## config.mk

```make
export PLATFORM = sky130hd
export DESIGN_NAME = conv_window_feeder
export DESIGN_NICKNAME = d
export VERILOG_FILES = /design/src/rtl/conv_window_feeder_pkg.sv /design/src/rtl/conv_window_feeder_counter.sv /design/src/rtl/conv_window_feeder.sv
export SDC_FILE = /design/constraint.sdc
export NUM_CORES = 1
export LEC_CHECK = 0
export ABC_AREA = 0
export CORE_UTILIZATION = 53
export CTS_CLUSTER_SIZE = 12
export DETAILED_ROUTE_END_ITERATION = 8
export GPL_ROUTABILITY_DRIVEN = 0
export PLACE_DENSITY = 0.88
export SLEW_MARGIN = 30
export SYNTH_ARGS = -nofsm -noshare
export SYNTH_HDL_FRONTEND = slang
export SYNTH_SLANG_ARGS = --single-unit
export TNS_END_PERCENT = 5
```

## constraint.sdc

```tcl
create_clock -name clk -period 2.9 [get_ports clk]
set_input_delay 0.435 -clock clk [delete_from_list [all_inputs] [get_ports clk]]
set_output_delay 0.435 -clock clk [all_outputs]
set_load 0.01 [all_outputs]
```

## src/rtl/conv_window_feeder_pkg.sv

```systemverilog
// Shared definitions for the convolution window feeder.
// Holds the default geometry, the FSM state encoding and the helpers that
// locate an operand byte inside the flattened A/B buses (0-based indices).
package conv_window_feeder_pkg;

  localparam int unsigned CW_DW   = 8;
  localparam int unsigned CW_IMG  = 4;
  localparam int unsigned CW_K    = 3;
  localparam int unsigned CW_OUT  = CW_IMG - CW_K + 1;
  localparam int unsigned CW_NTAP = CW_K * CW_K;
  localparam int unsigned CW_NWIN = CW_OUT * CW_OUT;

  typedef enum logic [1:0] {
    ST_IDLE   = 2'd0,
    ST_STREAM = 2'd1,
    ST_DONE   = 2'd2
  } state_t;

  // LSB of A(r,c) in a_flat, r/c 0-based.
  function automatic int unsigned a_lsb(input int unsigned r, input int unsigned c,
                                        input int unsigned img, input int unsigned dw);
    return dw * (img * r + c);
  endfunction

  // LSB of B(i,j) in b_flat, i/j 0-based.
  function automatic int unsigned b_lsb(input int unsigned i, input int unsigned j,
                                        input int unsigned k, input int unsigned dw);
    return dw * (k * i + j);
  endfunction

endpackage

```

## src/rtl/conv_window_feeder_counter.sv

```systemverilog
// Nested window/tap counters for the convolution window feeder.
// Windows are the outer row-major loop, taps the inner row-major loop.
// Ports:
//   clk, rst      clock, synchronous active-high reset
//   i_adv         advance one beat (handshake)
//   o_win_r/c     window row/column (0..OUT-1)
//   o_tap_r/c     tap row/column (0..K-1)
//   o_first       tap (0,0) of the current window
//   o_last        tap (K-1,K-1) of the current window
//   o_final       last tap of the last window
module conv_window_counter #(
  parameter int unsigned OUT = 2,
  parameter int unsigned K   = 3,
  parameter int unsigned WW  = (OUT > 1) ? $clog2(OUT) : 1,
  parameter int unsigned TW  = (K > 1) ? $clog2(K) : 1
) (
  input  logic          clk,
  input  logic          rst,
  input  logic          i_adv,
  output logic [WW-1:0] o_win_r,
  output logic [WW-1:0] o_win_c,
  output logic [TW-1:0] o_tap_r,
  output logic [TW-1:0] o_tap_c,
  output logic          o_first,
  output logic          o_last,
  output logic          o_final
);

  logic [WW-1:0] r_win_r, r_win_c;
  logic [TW-1:0] r_tap_r, r_tap_c;
  logic          w_tap_c_end, w_tap_r_end, w_win_c_end, w_win_r_end;

  always_comb begin
    w_tap_c_end = (r_tap_c == TW'(K - 1));
    w_tap_r_end = (r_tap_r == TW'(K - 1));
    w_win_c_end = (r_win_c == WW'(OUT - 1));
    w_win_r_end = (r_win_r == WW'(OUT - 1));
  end

  // Each counter wraps into the next outer one; the final beat returns all
  // four to zero so a following run starts clean.
  always_ff @(posedge clk) begin
    if (rst) begin
      r_win_r <= '0;
      r_win_c <= '0;
      r_tap_r <= '0;
      r_tap_c <= '0;
    end else if (i_adv) begin
      if (!w_tap_c_end) begin
        r_tap_c <= r_tap_c + 1'b1;
      end else begin
        r_tap_c <= '0;
        if (!w_tap_r_end) begin
          r_tap_r <= r_tap_r + 1'b1;
        end else begin
          r_tap_r <= '0;
          if (!w_win_c_end) begin
            r_win_c <= r_win_c + 1'b1;
          end else begin
            r_win_c <= '0;
            if (!w_win_r_end) r_win_r <= r_win_r + 1'b1;
            else              r_win_r <= '0;
          end
        end
      end
    end
  end

  always_comb begin
    o_win_r = r_win_r;
    o_win_c = r_win_c;
    o_tap_r = r_tap_r;
    o_tap_c = r_tap_c;
    o_first = (r_tap_r == '0) && (r_tap_c == '0);
    o_last  = w_tap_r_end && w_tap_c_end;
    o_final = o_last && w_win_r_end && w_win_c_end;
  end

endmodule

```

## src/rtl/conv_window_feeder.sv

```systemverilog
// Convolution window feeder.
// Snapshots the 4x4 A matrix and 3x3 B filter on an accepted start, then
// streams the (a, b) operand pair of every tap of every 3x3 window as a
// valid/ready stream, followed by a one-cycle done pulse.
// Ports:
//   clk, rst          clock, synchronous active-high reset
//   start             run request, accepted only in IDLE
//   a_flat, b_flat    flattened A and B operand banks
//   out_valid/ready   stream handshake
//   out_a, out_b      operand pair of the current beat
//   out_first/last    first/last tap of the current window
//   out_win           window index, row-major
//   busy              run in progress (STREAM or DONE)
//   done              one-cycle completion pulse
module conv_window_feeder
  import conv_window_feeder_pkg::*;
#(
  parameter int unsigned DW  = CW_DW,
  parameter int unsigned IMG = CW_IMG,
  parameter int unsigned K   = CW_K
) (
  input  logic                  clk,
  input  logic                  rst,
  input  logic                  start,
  input  logic [IMG*IMG*DW-1:0] a_flat,
  input  logic [K*K*DW-1:0]     b_flat,
  output logic                  out_valid,
  input  logic                  out_ready,
  output logic [DW-1:0]         out_a,
  output logic [DW-1:0]         out_b,
  output logic                  out_first,
  output logic                  out_last,
  output logic [1:0]            out_win,
  output logic                  busy,
  output logic                  done
);

  localparam int unsigned OUT = IMG - K + 1;
  localparam int unsigned WW  = (OUT > 1) ? $clog2(OUT) : 1;
  localparam int unsigned TW  = (K > 1) ? $clog2(K) : 1;
  localparam int unsigned AW  = (IMG > 1) ? $clog2(IMG) : 1;

  state_t                r_state;
  logic                  r_valid;
  logic                  r_busy;
  logic                  r_done;
  logic [IMG*IMG*DW-1:0] r_a_snap;
  logic [K*K*DW-1:0]     r_b_snap;

  logic          w_adv;
  logic [WW-1:0] w_win_r, w_win_c;
  logic [TW-1:0] w_tap_r, w_tap_c;
  logic          w_first, w_last, w_final;
  logic [AW-1:0] w_ar, w_ac;
  logic [DW-1:0] w_a_sel, w_b_sel;
  logic [DW-1:0] w_a_mat [IMG][IMG];
  logic [DW-1:0] w_b_mat [K][K];

  assign w_adv = r_valid & out_ready;

  conv_window_counter #(
    .OUT (OUT),
    .K   (K),
    .WW  (WW),
    .TW  (TW)
  ) u_cnt (
    .clk     (clk),
    .rst     (rst),
    .i_adv   (w_adv),
    .o_win_r (w_win_r),
    .o_win_c (w_win_c),
    .o_tap_r (w_tap_r),
    .o_tap_c (w_tap_c),
    .o_first (w_first),
    .o_last  (w_last),
    .o_final (w_final)
  );

  for (genvar r = 0; r < IMG; r++) begin : g_a_row
    for (genvar c = 0; c < IMG; c++) begin : g_a_col
      assign w_a_mat[r][c] = r_a_snap[a_lsb(r, c, IMG, DW) +: DW];
    end
  end

  for (genvar i = 0; i < K; i++) begin : g_b_row
    for (genvar j = 0; j < K; j++) begin : g_b_col
      assign w_b_mat[i][j] = r_b_snap[b_lsb(i, j, K, DW) +: DW];
    end
  end

  always_comb begin
    w_ar    = AW'(w_win_r) + AW'(w_tap_r);
    w_ac    = AW'(w_win_c) + AW'(w_tap_c);
    w_a_sel = w_a_mat[w_ar][w_ac];
    w_b_sel = w_b_mat[w_tap_r][w_tap_c];
  end

  always_ff @(posedge clk) begin
    if (rst) begin
      r_state  <= ST_IDLE;
      r_valid  <= 1'b0;
      r_busy   <= 1'b0;
      r_done   <= 1'b0;
      r_a_snap <= '0;
      r_b_snap <= '0;
    end else begin
      case (r_state)
        ST_IDLE: begin
          r_done <= 1'b0;
          if (start) begin
            r_a_snap <= a_flat;
            r_b_snap <= b_flat;
            r_state  <= ST_STREAM;
            r_valid  <= 1'b1;
            r_busy   <= 1'b1;
          end
        end
        ST_STREAM: begin
          if (w_adv && w_final) begin
            r_state <= ST_DONE;
            r_valid <= 1'b0;
            r_done  <= 1'b1;
          end
        end
        ST_DONE: begin
          r_state <= ST_IDLE;
          r_done  <= 1'b0;
          r_busy  <= 1'b0;
        end
        default: begin
          r_state <= ST_IDLE;
          r_valid <= 1'b0;
          r_busy  <= 1'b0;
          r_done  <= 1'b0;
        end
      endcase
    end
  end

  // Beat fields are forced to zero outside STREAM so idle outputs match the
  // reset values even though the counters sit at tap (0,0).
  always_comb begin
    out_valid = r_valid;
    out_a     = r_valid ? w_a_sel : '0;
    out_b     = r_valid ? w_b_sel : '0;
    out_first = r_valid & w_first;
    out_last  = r_valid & w_last;
    out_win   = r_valid ? 2'(32'(OUT) * 32'(w_win_r) + 32'(w_win_c)) : '0;
    busy      = r_busy;
    done      = r_done;
  end

endmodule

```

==> results.json, run 1 <==
{
  "die-area_um2": 17400,
  "yosysSeqAreaShare_pct": 47.2,
  "crit_type": "reg2out",
  "setup_violations": 1,
  "die_w_um": 132,
  "grt_usage_pct": 32.4,
  "fp.dieH_um": 132,
  "start_kind": "flop",
  "drive_gt1_share_pct": 4.48,
  "synthFlopType": "dfxtp_1",
  "synth_area_um2": 8950,
  "synthArstFlopShare_pct": 0,
  "grt_pass1_vias": 9036,
  "final_hold_viol_count": 0,
  "powerDensity_nw_per_um2": 536,
  "endpoint_kind": "output port",
  "max_stage_delay_ns": 0.54,
  "yosysTopAreaCell": "dfxtp_1",
  "ios": 227,
  "cts_tree": "built",
  "hold_buffers": 0,
  "crit_fanout": 16,
  "yosysWarningCount": 0,
  "coreArea_um2": 16500,
  "place_hpwl_um": 19000,
  "crit_arrival_ns": 2.62,
  "path_delay_family": "buffers and inverters",
  "path_buf_inv": 3,
  "violations": "setup timing",
  "drv_cap": 0,
  "synth_common_cells": "nand2_1, a21oi_1, dfxtp_1, clkbuf_1, nand3_1",
  "yosysMostFrequentCell": "nand2_1",
  "layout.nets": 1648,
  "critPathMostFrequentCell": "nand2_1",
  "totalWireLength_um": 28900,
  "ir_drop_mv": 0.407,
  "crit_chain": "ha_4 -> xor2_4 -> buf_4 -> buf_16 -> nand2_1 -> nand3_1 -> nand4_1 -> nand2_1 -> clkdlybuf4s50_1",
  "skew_ns": 0.0156,
  "yosysUniqueCellTypes": 33,
  "start_util_pct": 54.2,
  "power_w": 0.00655,
  "vias_per_cell": 5.72,
  "drc_errors": 0,
  "avgSynthCellArea_um2": 7.06,
  "drv_slew": 0,
  "synthCells": 1269,
  "grt_max_degree": 120,
  "cp_slowest_cell": "clkdlybuf4s50_1",
  "netlist.area_leader.share_pct": 47.2,
  "clock_sinks": 211,
  "ant_nets": 0,
  "clkSlewWorstSetupHoldPaths_ns": 0.06,
  "cts_buffer_depth": 3,
  "cts_buffers": 22,
  "clock.fmax_ghz": 0.328,
  "wl_per_cell_um": 17.3,
  "status": "finished, violations left",
  "rsz0062_at_grt": "true",
  "relSlewSlack_pct": 48.0,
  "grt-ovfl-total": 0,
  "worst_pin_slew_ns": 0.780,
  "clk_latency_ns": 0.50,
  "ys_top_cells_by_area": "dfxtp_1, nand2_1, a21oi_1, clkbuf_1, mux2i_1",
  "fin_crit_ns": 3.05,
  "period_share_pct": 105,
  "syn_to_final_growth_pct": 36.4,
  "grt_pass1_wl_um": 45200,
  "row_count": 47,
  "drt_iter0_markers": 1129,
  "hp-class": "reg2reg",
  "leakagePower_nw": 4.47,
  "cp.required_ns": 2.47,
  "syn_nets": 1475,
  "dr.pass1.iters": 7,
  "setup_ws_ns": -0.152,
  "port_buffers": 226,
  "diodes": 0,
  "via_count": 9563,
  "cts-root-buf": "clkbuf_16",
  "synth_edf_count": 0,
  "ys_ff_latch": 211,
  "htree_num_levels": 1,
  "antenna_found_initial": 0,
  "final_core_util_pct": 73.9
}
-- per-stage QoR --
| step | hold WS (ns) | setup WS [ns] | TNS [ns] | area, um^2 | std cells |
|---|---|---|---|---|---|
| 2_1_floorplan | 0.436 | 0.739 | 0 | 8950 | 1269 |
| 3_3_place_gp | 0.442 | 0.146 | 0 | 11400 | 1631 |
| 3_5_place_dp | 0.448 | -0.00863 | -0.00863 | 11400 | 1631 |
| 4_1_cts | 0.444 | -0.116 | -0.551 | 12200 | 1671 |
| 5_1_grt | 0.462 | -0.203 | -0.453 | 12200 | 1672 |
| 6_report | 0.453 | -0.152 | -0.152 | 12200 | 1672 |
-- state kept, by name (all words and copies together), names as in the netlist --
name	flops
r_a_snap	128
out_valid	1
r_b_snap	72
done	1
u_cnt.o_tap_r	2
r_state	2
u_cnt.o_win_c	1
u_cnt.o_tap_c	2
u_cnt.o_win_r	1
busy	1
-- per-layer routing --
layer / vias up / routed length, um / GRT usage, %
met5: - / 0 / 0
met4: 0 / 1940 / 20.2
met3: 142 / 2890 / 5.69
met2: 615 / 13400 / 53.9
met1: 4290 / 10700 / 39.1
li1: 4516 / - / -
-- logic make-up after synthesis --
group / synth area share, %
buffers and inverters: 4.33
DFF: 47.2
muxes: 2.68
adders and majority gates: 0.279
xor gates and xnor gates: 0.489
and+or+nand+nor: 29.5
AOI/OAI and AO/OA: 15.6
-- cell type report --
type / instances / area, um^2
fill: 1212 / 4310
timing repair buffer: 249 / 2630
clock inverter: 2 / 23.8
sequential: 211 / 4230
inverter: 2 / 7.51
tap: 220 / 275
clock buffer: 32 / 608
multi-input combinational: 956 / 4430
-- where the power goes --
part,leakage [nW],internal [W],total [W],switching [W]
logic,2.43,0.000422,0.000841,0.000418
registers,1.73,0.00306,0.00317,0.000104
clock network,0.302,0.00144,0.00254,0.00110
-- worst paths after layout --
check,depth (start not counted),slack [ns],endpoint,start
worst max-delay path,9,-0.15,out_a[2],u_cnt.o_win_r
worst min-delay path,2,0.45,r_b_snap[40],r_b_snap[40]
worst max register to register,6,0.94,r_state[0],u_cnt.o_tap_r[0]
worst min register to register,2,0.45,r_b_snap[40],r_b_snap[40]
-- layout by cell type (no fill, tap or decap), types with 2 or more instances in the layout --
cell type	count
buf_12	8
nor2b_4	2
a21oi_1	220
nand4_1	16
clkbuf_1	8
and2_1	3
buf_4	10
dfxtp_1	208
nand2_1	557
dlygate4sd2_1	5
a31oi_1	16
o21ai_0	8
buf_16	3
nor3b_1	2
dfxtp_2	2
clkbuf_8	2
nand3b_1	2
clkdlybuf4s50_1	214
nor2_1	16
mux2i_1	24
and3_1	3
inv_1	2
clkbuf_16	22
o211ai_1	8
nand3_1	47
o22ai_1	8
nor3_1	3
dlymetal6s2s_1	6
buf_6	2
xor2_1	2
-- repair_timing --
item	4_1_cts	5_1_grt
gates resized for setup	23	10
setup endpoints to repair	16	13
gates cloned	4	0
buffers inserted	2	1
pin swaps	1	1
-- tightest hold or removal path, stage by stage (launching register included) --
cell and delay [ns]:
dfxtp_1 0.31, nand2_1 0.05, a21oi_1 0.05
No activity file was read; power rests on OpenSTA's default activity.
==> run 2: changes to the inputs <==
--- a/config.mk
+++ b/config.mk
@@ -10,6 +10,7 @@
 export CTS_CLUSTER_SIZE = 12
 export DETAILED_ROUTE_END_ITERATION = 8
 export GPL_ROUTABILITY_DRIVEN = 0
+export GPL_TIMING_DRIVEN = 1
 export PLACE_DENSITY = 0.88
 export SLEW_MARGIN = 30
 export SYNTH_ARGS = -nofsm -noshare
==> results of run 2 <==
No change in the layout: final DEF, timing and power equal those of run 1.
==> run 3: changes to the inputs <==
--- a/config.mk
+++ b/config.mk
@@ -6,12 +6,12 @@
 export NUM_CORES = 1
 export LEC_CHECK = 0
 export ABC_AREA = 0
-export CORE_UTILIZATION = 53
+export CORE_UTILIZATION = 49
 export CTS_CLUSTER_SIZE = 12
 export DETAILED_ROUTE_END_ITERATION = 8
 export GPL_ROUTABILITY_DRIVEN = 0
 export GPL_TIMING_DRIVEN = 1
-export PLACE_DENSITY = 0.88
+export PLACE_DENSITY = 0.83
 export SLEW_MARGIN = 30
 export SYNTH_ARGS = -nofsm -noshare
 export SYNTH_HDL_FRONTEND = slang
==> constraint.sdc (replaced) <==
create_clock -name clk -period 3.2 [get_ports clk]
set_input_delay 0.48 -clock clk [delete_from_list [all_inputs] [get_ports clk]]
set_output_delay 0.48 -clock clk [all_outputs]
set_load 0.01 [all_outputs]
==> run 3 against run 2 <==
Final area is 0.27% higher; combinational power is 11% lower; critical endpoint is now out_a[5]; hold slack hardly changed; via count is 1.2% lower; non-clock buffer count is 3 lower; sequential cell count stayed put; clock power hardly changed; wire length is 1.2% lower; critical path depth stayed put; worst setup slack better by 0.19 ns; the run now ends clean.
==> results.json, run 3 (synthesis results as in run 1) <==
{
  "status": "complete, no violations",
  "grt_pass1_wl_um": 42300,
  "met1_length_um": 10800,
  "start_util_pct": 49.8,
  "die-area_um2": 18800,
  "antenna_found_initial": 0,
  "fp.dieH_um": 137,
  "highest_layer": "met4",
  "power_frac_comb_pct": 12.2,
  "ios": 227,
  "power.net_switching_w": 0.00149,
  "worst_pin_slew_ns": 0.818,
  "period_share_pct": 99.0,
  "relSlewSlack_pct": 45.4,
  "intPower_w": 0.00464,
  "clock.fmax_ghz": 0.316,
  "wl_per_cell_um": 17.0,
  "coreArea_um2": 18000,
  "syn_to_final_growth_pct": 36.7,
  "vias_per_cell": 5.62,
  "layout.nets": 1646,
  "powerDensity_nw_per_um2": 501,
  "seqPwrFrac_pct": 46.8,
  "dr.pass1.iters": 6,
  "grt_usage_pct": 29.2,
  "cp.required_ns": 2.72,
  "port_buffers": 226,
  "placed_area_um2": 11300,
  "grt_pass1_vias": 8325,
  "drt_iter0_markers": 767,
  "largest_register_ffs": 128,
  "largest_register": "r_a_snap",
  "drv_slew": 0,
  "final_cells": 1681,
  "grt-ovfl-total": 0,
  "wl_met3_um": 2850,
  "start_kind": "flop",
  "hp-class": "reg2reg",
  "clk_latency_ns": 0.51,
  "htree_num_levels": 1,
  "crit_chain": "ha_4 -> xor2_4 -> buf_12 -> clkbuf_16 -> nand2_1 -> nand3_1 -> nand4_1 -> nand2_1 -> clkdlybuf4s50_1",
  "drc_errors": 0,
  "max_stage_delay_ns": 0.57,
  "wl_met2_um": 13500,
  "cts_tree": "built",
  "clkSlewWorstSetupHoldPaths_ns": 0.06,
  "totalWireLength_um": 28600,
  "num-fill-cells": 1458,
  "place_hpwl_um": 19000,
  "skew_ns": 0.0190,
  "endpoint_kind": "output port",
  "cts-root-buf": "clkbuf_16",
  "final_hold_viol_count": 0,
  "ir_drop_mv": 0.407,
  "dp.cells": 1638,
  "critPathMostFrequentCell": "nand2_1",
  "fin_crit_ns": 3.17,
  "layout_commonest_cell": "nand2_1",
  "setup_violations": 0,
  "drive_gt1_share_pct": 4.41,
  "crit_type": "reg2out",
  "drv_cap": 0,
  "design_area_um2": 12200,
  "power_w": 0.00613,
  "p_sw_share_pct": 24.3,
  "crit_arrival_ns": 2.69,
  "ant_nets": 0,
  "layout_common_cells": "nand2_1, clkdlybuf4s50_1, a21oi_1",
  "clock_sinks": 211,
  "cp_slowest_cell": "clkdlybuf4s50_1",
  "cts_buffers": 23,
  "reg.largest.list": "r_a_snap: 128 flops, r_b_snap: 72 flops",
  "clockPowerShare_pct": 41.0,
  "diodes": 0,
  "die_w_um": 137,
  "row_count": 49,
  "grt_max_degree": 130,
  "cts_buffer_depth": 3,
  "via_count": 9450,
  "crit_fanout": 16,
  "leakagePower_nw": 4.40,
  "final_core_util_pct": 68.2
}
-- run 3: cell types whose count changed in the layout (fill, tap and decap cells not counted), sizes merged --
cell,change
bufinv,+1
buf,-4
clkinv,+1
dlymetal6s2s,-3
bufbuf,-1
clkbuf,+3
dlygate4sd2,-5
clkdlybuf4s50,+8
-- run 3: worst paths after layout --
| path | endpoint | slack [ns] | startpoint | cells past startpoint |
|---|---|---|---|---|
| max | out_a[5] | 0.03 | u_cnt.o_tap_r[0] | 9 |
| min | r_b_snap[27] | 0.45 | r_b_snap[27] | 2 |
| max reg2reg | r_state[0] | 1.22 | u_cnt.o_tap_r[0] | 6 |
| min reg2reg | r_b_snap[27] | 0.45 | r_b_snap[27] | 2 |
-- run 3: repair_timing --
action                                  in CTS  in global routing
hold endpoints to repair                     0                  0
resized for setup                            4                 16
setup buffers                                0                  2
endpoints found under the setup margin       8                  9
cloned                                       2                  2
pin swaps                                    0                  1
hold buffers                                 0                  0
-- run 3: critical path: cells and delay by family, from the launching register on --
family | cells | cell delay, ns
flops | 1 | 0.40
xor+xnor | 1 | 0.22
buf+inv | 3 | 0.88
fa+ha+maj | 1 | 0.23
simple gates | 4 | 0.46
-- run 3: metal layers --
layer  track usage [%]  vias up
li1                  -     4512
met1              35.3     4308
met2              48.7      528
met3              6.44      102
met4              14.8        0
met5                 0        -
-- run 3: power groups by stage --
| stage | Sequential, W | Clock [W] | Combinational, W |
|---|---|---|---|
| after detailed placement | 0.00292 | 0 | 0.000739 |
| after floorplan | 0.00289 | 0 | 0.000363 |
| after global routing | 0.00288 | 0.00264 | 0.000819 |
| after CTS | 0.00286 | 0.00253 | 0.000744 |
| after global placement | 0.00292 | 0 | 0.000727 |
| final | 0.00287 | 0.00251 | 0.000751 |
-- run 3: layout make-up --
class	instances	area, um^2	share of cell area [%]
Clock buffer	33	653	5.33
Clock inverter	4	47.5	0.388
Inverter	2	7.51	0.0613
Multi-Input combinational cell	956	4420	36.1
Sequential cell	211	4230	34.5
Tap cell	229	287	2.34
Timing Repair Buffer	246	2600	21.3
-- run 3: through the flow --
stage	hold WS, ns	setup TNS (ns)	setup slack, ns
6_report	0.453	0	0.0334
5_1_grt	0.468	-0.00481	-0.00481
4_1_cts	0.454	0	0.00669
3_5_place_dp	0.446	0	0.251
3_3_place_gp	0.441	0	0.332
2_1_floorplan	0.436	0	0.994
